==> src/rtl/uart_frame_chk_sat_cnt.sv <==
// Saturating up-counter with synchronous clear.
//
// Ports:
//   clk  clock
//   rst  asynchronous active-low reset
//   clr  clear to zero; applied before inc in the same cycle
//   inc  count up by one, holding at all-ones
//   cnt  current count
module sat_cnt #(
    parameter int unsigned W = 8
) (
    input  logic         clk,
    input  logic         rst,
    input  logic         clr,
    input  logic         inc,
    output logic [W-1:0] cnt
);

    logic [W-1:0] cnt_q, cnt_d;
    logic [W-1:0] base;

    always_comb begin
        // clr first, so a coincident inc lands on zero and yields 1
        base  = clr ? '0 : cnt_q;
        cnt_d = base;
        if (inc && (base != {W{1'b1}})) begin
            cnt_d = base + W'(1);
        end
    end

    always_ff @(posedge clk or negedge rst) begin
        if (!rst) begin
            cnt_q <= '0;
        end else begin
            cnt_q <= cnt_d;
        end
    end

    assign cnt = cnt_q;

endmodule

==> config.mk <==
export PLATFORM = sky130hd
export DESIGN_NAME = sat_cnt
export DESIGN_NICKNAME = d
export VERILOG_FILES = /design/src/rtl/uart_frame_chk_sat_cnt.sv
export SDC_FILE = /design/constraint.sdc
export NUM_CORES = 1
export LEC_CHECK = 0
export ABC_AREA = 0
export BUFFER_PORTS_ARGS = -buffer_cell sky130_fd_sc_hd__buf_2
export CORE_AREA = 2 2 39 41
export DETAILED_ROUTE_END_ITERATION = 7
export DIE_AREA = 0 0 41 43
export PLACE_DENSITY_LB_ADDON = 0.25
export SYNTH_ARGS = -nofsm -noshare
export SYNTH_HDL_FRONTEND = slang
export SYNTH_SLANG_ARGS = --single-unit
==> constraint.sdc <==
create_clock -name clk -period 1.3 [get_ports clk]
set_input_delay 0.065 -clock clk [delete_from_list [all_inputs] [get_ports clk]]
set_output_delay 0.065 -clock clk [all_outputs]
set_load 0.01 [all_outputs]
Yosys cells after proc, flatten, opt, wreduce, memory -nomap -nowiden
Cells that the tools add are included.
Widths: inputs -> output; s select.
{"block": "word_totals", "n_memories": 0, "latchBits": 0, "ramBits": 0, "elab_cells": 6, "register_bits": 8, "output_inout_bits": 8, "mem_bits_ro": 0}
{"block": "classes", "n_reduce_logical": 1, "muxes": 2, "div_mod_pow": 0, "magnitude_cmp": 0, "n_bitwise": 0, "multipliers": 0, "n_addsub": 1, "n_eq_ne": 1, "shift": 0}
{"operator": "$mux 8", "count": 2}
{"operator": "$add 8x1->8 const B", "count": 1}
{"operator": "$ne 8x8->1 const B", "count": 1}
{"operator": "$logic_and 1x1->1", "count": 1}

Depth between registers and ports, before layout
{"block": "logic_depth", "word_depth": 4, "mapped_depth": 4, "ltp_nobuf": 3}

Least setup slack after synthesis
No wires, ideal clock.
{"block": "synth_path", "path_type": "flip-flop to flip-flop", "from": "register cnt_q[3] (netlist: cnt[3])", "to": "register cnt_q[4] (netlist: cnt[4])", "synth_period_minus_slack_ns": 1.220, "setup_time_ns": 0.130, "stages_incl_launch_ff": 5, "setup_slack_ns": 0.080, "t_arrival_ns": 1.090, "required_ns": 1.170, "path_buffers": 1, "path_cell_list": "dfrtp_1 > and3_1 > clkbuf_1 > a211oi_1 > o21bai_1"}
{"block": "synth_between", "elab_chain_cells": 4}
{"element": "from (decl)", "line_no": "19", "rtl": "logic [W-1:0] cnt_q, cnt_d;"}
{"element": "from (signal assigned)", "line_no": "35", "rtl": "cnt_q <= cnt_d;"}
{"element": "$mux 8 (*)", "line_no": "24", "rtl": "base = clr ? '0 : cnt_q;"}
{"element": "parallel branches: the longest is 2 deep, another holds $add 8x1->8"}
{"element": "$mux 8 (*)", "line_no": "26", "rtl": "if (inc && (base != {W{1'b1}})) begin"}
{"element": "via cnt_d[4]", "line_no": "19"}
Mark *: on every way through the listed nets, which the timed path passes.

Worst setup path in the final report
{"block": "layout_path", "from": "register cnt_q[3] (netlist: cnt[3])", "to": "register cnt_q[6] (netlist: cnt[6])"}
The elaborated chain is that of the path after synthesis.

==> flow_summary_export.csv <==
group,metric,value,unit
run_status,outcome,"complete, no violations",
finish,final_cell_area,544.3,sq um
route,vias,396,
placement,pre_cts_ws,0.08955,ns
synthesis,yosysTopAreaCellShare,48.93,%
placement,port_buffers,11,
die,fp.dieH,43,microns
finish,layout_common_cells,"11 x buf_2, 7 x dfrtp_1, 6 x a21oi_1",
sta,finalCritPeriodShare,92.52,%
synthesis,avgSynthCellArea,9.979,sq um
grt,grt_pass1_wl,1380,microns
synthesis,synth_area_leaders,"dfrtp_1 49%, a21oi_1 7.3%, nand4_4 5.2%, a31oi_1 4.6%, nor3_1 3.7%",
grt,antenna_found_initial,0,
sta,rsz0062_at_grt,"no",
route,drt_iter0_markers,1,
synthesis,ys_seq_elements,8,
die,core_area,1384,sq um
clock_tree,clkSlewWorstSetupHoldPaths,0.06,ns
synthesis,yosysUniqueCellTypes,22,
sta,final_max_slew_viol_count,0,
setup_path,r2r_end,"cnt[6]$_DFF_PN0_",
setup_path,end_kind,"register",
synthesis,synth_seq_area_share,48.93,%
setup_path,worst_setup_path_start_kind,"register",
grt,grt_overflow_total,0,
die,die_w,41,microns
grt,grt_max_degree,9,
min_path,worstHoldPathType,"in -> reg",
setup_path,r2r_slack,0.1,ns
sta,tns,0,ns
synthesis,syn_nets,45,
synthesis,yosys_warnings,0,
setup_path,ff2ff_path_depth,3,
finish,nets,64,
die,io_pins,12,
route,wirelength,905,microns
clock_tree,cts_inserted_buffers,3,
grt,grt_pass1_vias,338,
pwr,design_power_total,0.5202,mW
finish,drive_gt1_share,39.66,%
pwr,clkPwrFrac,37.9,%
pwr,p_sw_share,25.61,%
synthesis,syn_inst,41,
route,via_per_inst,5.351,
finish,layout_commonest_cell,"buf_2",
setup_path,crit_arrival,1.36,ns
die,die_area,1763,sq um
placement,hpwl,657.8,microns
route,ant_nets,0,
placement,gp_congestion,0.7888,
finish,areaGrowthSynthToFinish,33.03,%
min_path,min_from,"clr",
synthesis,yosysTopAreaCell,"dfrtp_1",
sta,slew_headroom,84.20,%
placement,placedInstanceArea,505.5,sq um
min_path,hold_depth,3,
pwr,intPower,0.3870,mW
setup_path,critPathKind,"reg -> reg",
pwr,p_seq_share,51.8,%
pwr,ir_worst_vdd,0.6050,mV
sta,setup_ws,0.09725,ns
clock_tree,post_cts_buffers,0,
route,route.detailed.drc,0,
finish,nFillCells,143,
finish,largest_reg_flops,8,
synthesis,synthesis.area,409.1,sq um
die,initial_core_util,29.57,%
sta,post-route-min-period,1.203,ns
route,drt_pass1_iterations,3,
die,rows,14,
sta,max_freq,831.4,MHz
route,post_drt_wl_per_cell,12.23,microns
sta,finalSetupViolCount,0,
finish,multi_input_area,197.7,sq um
setup_path,r2r-start,"cnt[3]$_DFF_PN0_",
pwr,p_leak,0.2634,nW
clock_tree,cts.path.max_buffers,2,
clock_tree,htreeDepth,1,
grt,grt_usage,12.44,%
clock_tree,clk_latency,0.26,ns
setup_path,crit_required,1.46,ns
finish,antenna_cells,0,
clock_tree,root_buffer,"clkbuf_4",
sta,finalHoldViolations,0,
finish,seq_area,201.4,sq um
pwr,cellPowerDensity,955.8,nW/um^2
pwr,p_sw,0.1332,mW
clock_tree,cts.sinks,8,
sta,skew,0.01217,ns
sta,tightestPinTransition,0.2370,ns
clock_tree,cts_tree,"done",
pwr,p_comb_share,10.4,%
setup_path,cp_max_fo,7,
min_path,min_to,"cnt[5]$_DFF_PN0_",
flow_run,maxCapViolCount,0,
-- worst max-delay path by stage --
stage                           from          endpoint  slack, ns  cells past startpoint
floorplan           cnt[3]$_DFF_PN0_  cnt[4]$_DFF_PN0_       0.08                      4
global placement    cnt[1]$_DFF_PN0_  cnt[5]$_DFF_PN0_       0.11                      3
detailed placement  cnt[1]$_DFF_PN0_  cnt[5]$_DFF_PN0_       0.09                      3
CTS                 cnt[1]$_DFF_PN0_  cnt[5]$_DFF_PN0_       0.07                      3
global route        cnt[2]$_DFF_PN0_  cnt[5]$_DFF_PN0_       0.01                      3
finish              cnt[3]$_DFF_PN0_  cnt[6]$_DFF_PN0_        0.1                      3
-- synthesized netlist by cell type --
library cell / count
a211oi_1: 2
a21oi_1: 6
a31oi_1: 3
and3_1: 1
and3_2: 1
and3b_1: 1
and4_2: 1
and4b_1: 1
buf_2: 1
clkbuf_1: 1
dfrtp_1: 8
inv_1: 2
nand2_1: 2
nand3_1: 1
nand4_1: 1
nand4_4: 1
nor2_1: 1
nor3_1: 3
nor4_1: 1
o21bai_1: 1
o31ai_1: 1
or3_1: 1
-- area by class of cell --
class | instances | share of cell area [%]
multi-input combinational | 29 | 36.32
tap | 16 | 3.678
clock buffer | 3 | 4.138
inverter | 2 | 1.379
timing repair buffer | 16 | 17.47
sequential | 8 | 37.01
-- per-stage QoR --
stage          hold WS (ns)  util, %  std cells
2_1_floorplan       -0.2306        -         41
3_3_place_gp       -0.07999    36.53         70
3_5_place_dp       -0.07791    36.53         70
4_1_cts              0.1221    38.88         74
5_1_grt              0.1332    39.33         74
6_report             0.1231    39.33         74
-- routing by layer --
layer | part of all wire [%] | vias up | global-route usage (%)
li1 | - | 193 | -
met1 | 47 | 186 | 14.80
met2 | 43 | 12 | 15.94
met3 | 7.0 | 5 | 6.283
met4 | 2.5 | 0 | 10.00
met5 | 0 | - | 0
-- cells by family (layout without fill, tap and decap cells) --
logic type,after synthesis,count (layout),synth area share [%]
AO/OA/AOI/OAI,13,13,19.27
buffers and inverters,4,21,3.974
AND/OR/NAND/NOR,16,16,27.83
flip-flops,8,8,48.93
-- worst max-delay path: stages (launching register included) --
cell and delay, ns:
dfrtp_1 0.40, and3_1 0.27, and4b_1 0.23, nor3_1 0.20
-- power by group through the flow --
| stage | clock (mW) | combinational (mW) | sequential (mW) |
|---|---|---|---|
| global placement | 0 | 0.0521 | 0.273 |
| global route | 0.220 | 0.0599 | 0.270 |
| finish | 0.197 | 0.0540 | 0.269 |
| floorplan | 0 | 0.0167 | 0.278 |
| detailed placement | 0 | 0.0520 | 0.273 |
| CTS | 0.200 | 0.0547 | 0.268 |
-- repair_timing --
| item | in CTS | in global routing |
|---|---|---|
| hold endpoints to repair | 8 | 0 |
| setup endpoints to repair | 0 | 2 |
| hold buffers | 1 | 0 |
| gates resized for setup | 0 | 2 |
(Power assumes the default switching activity.)
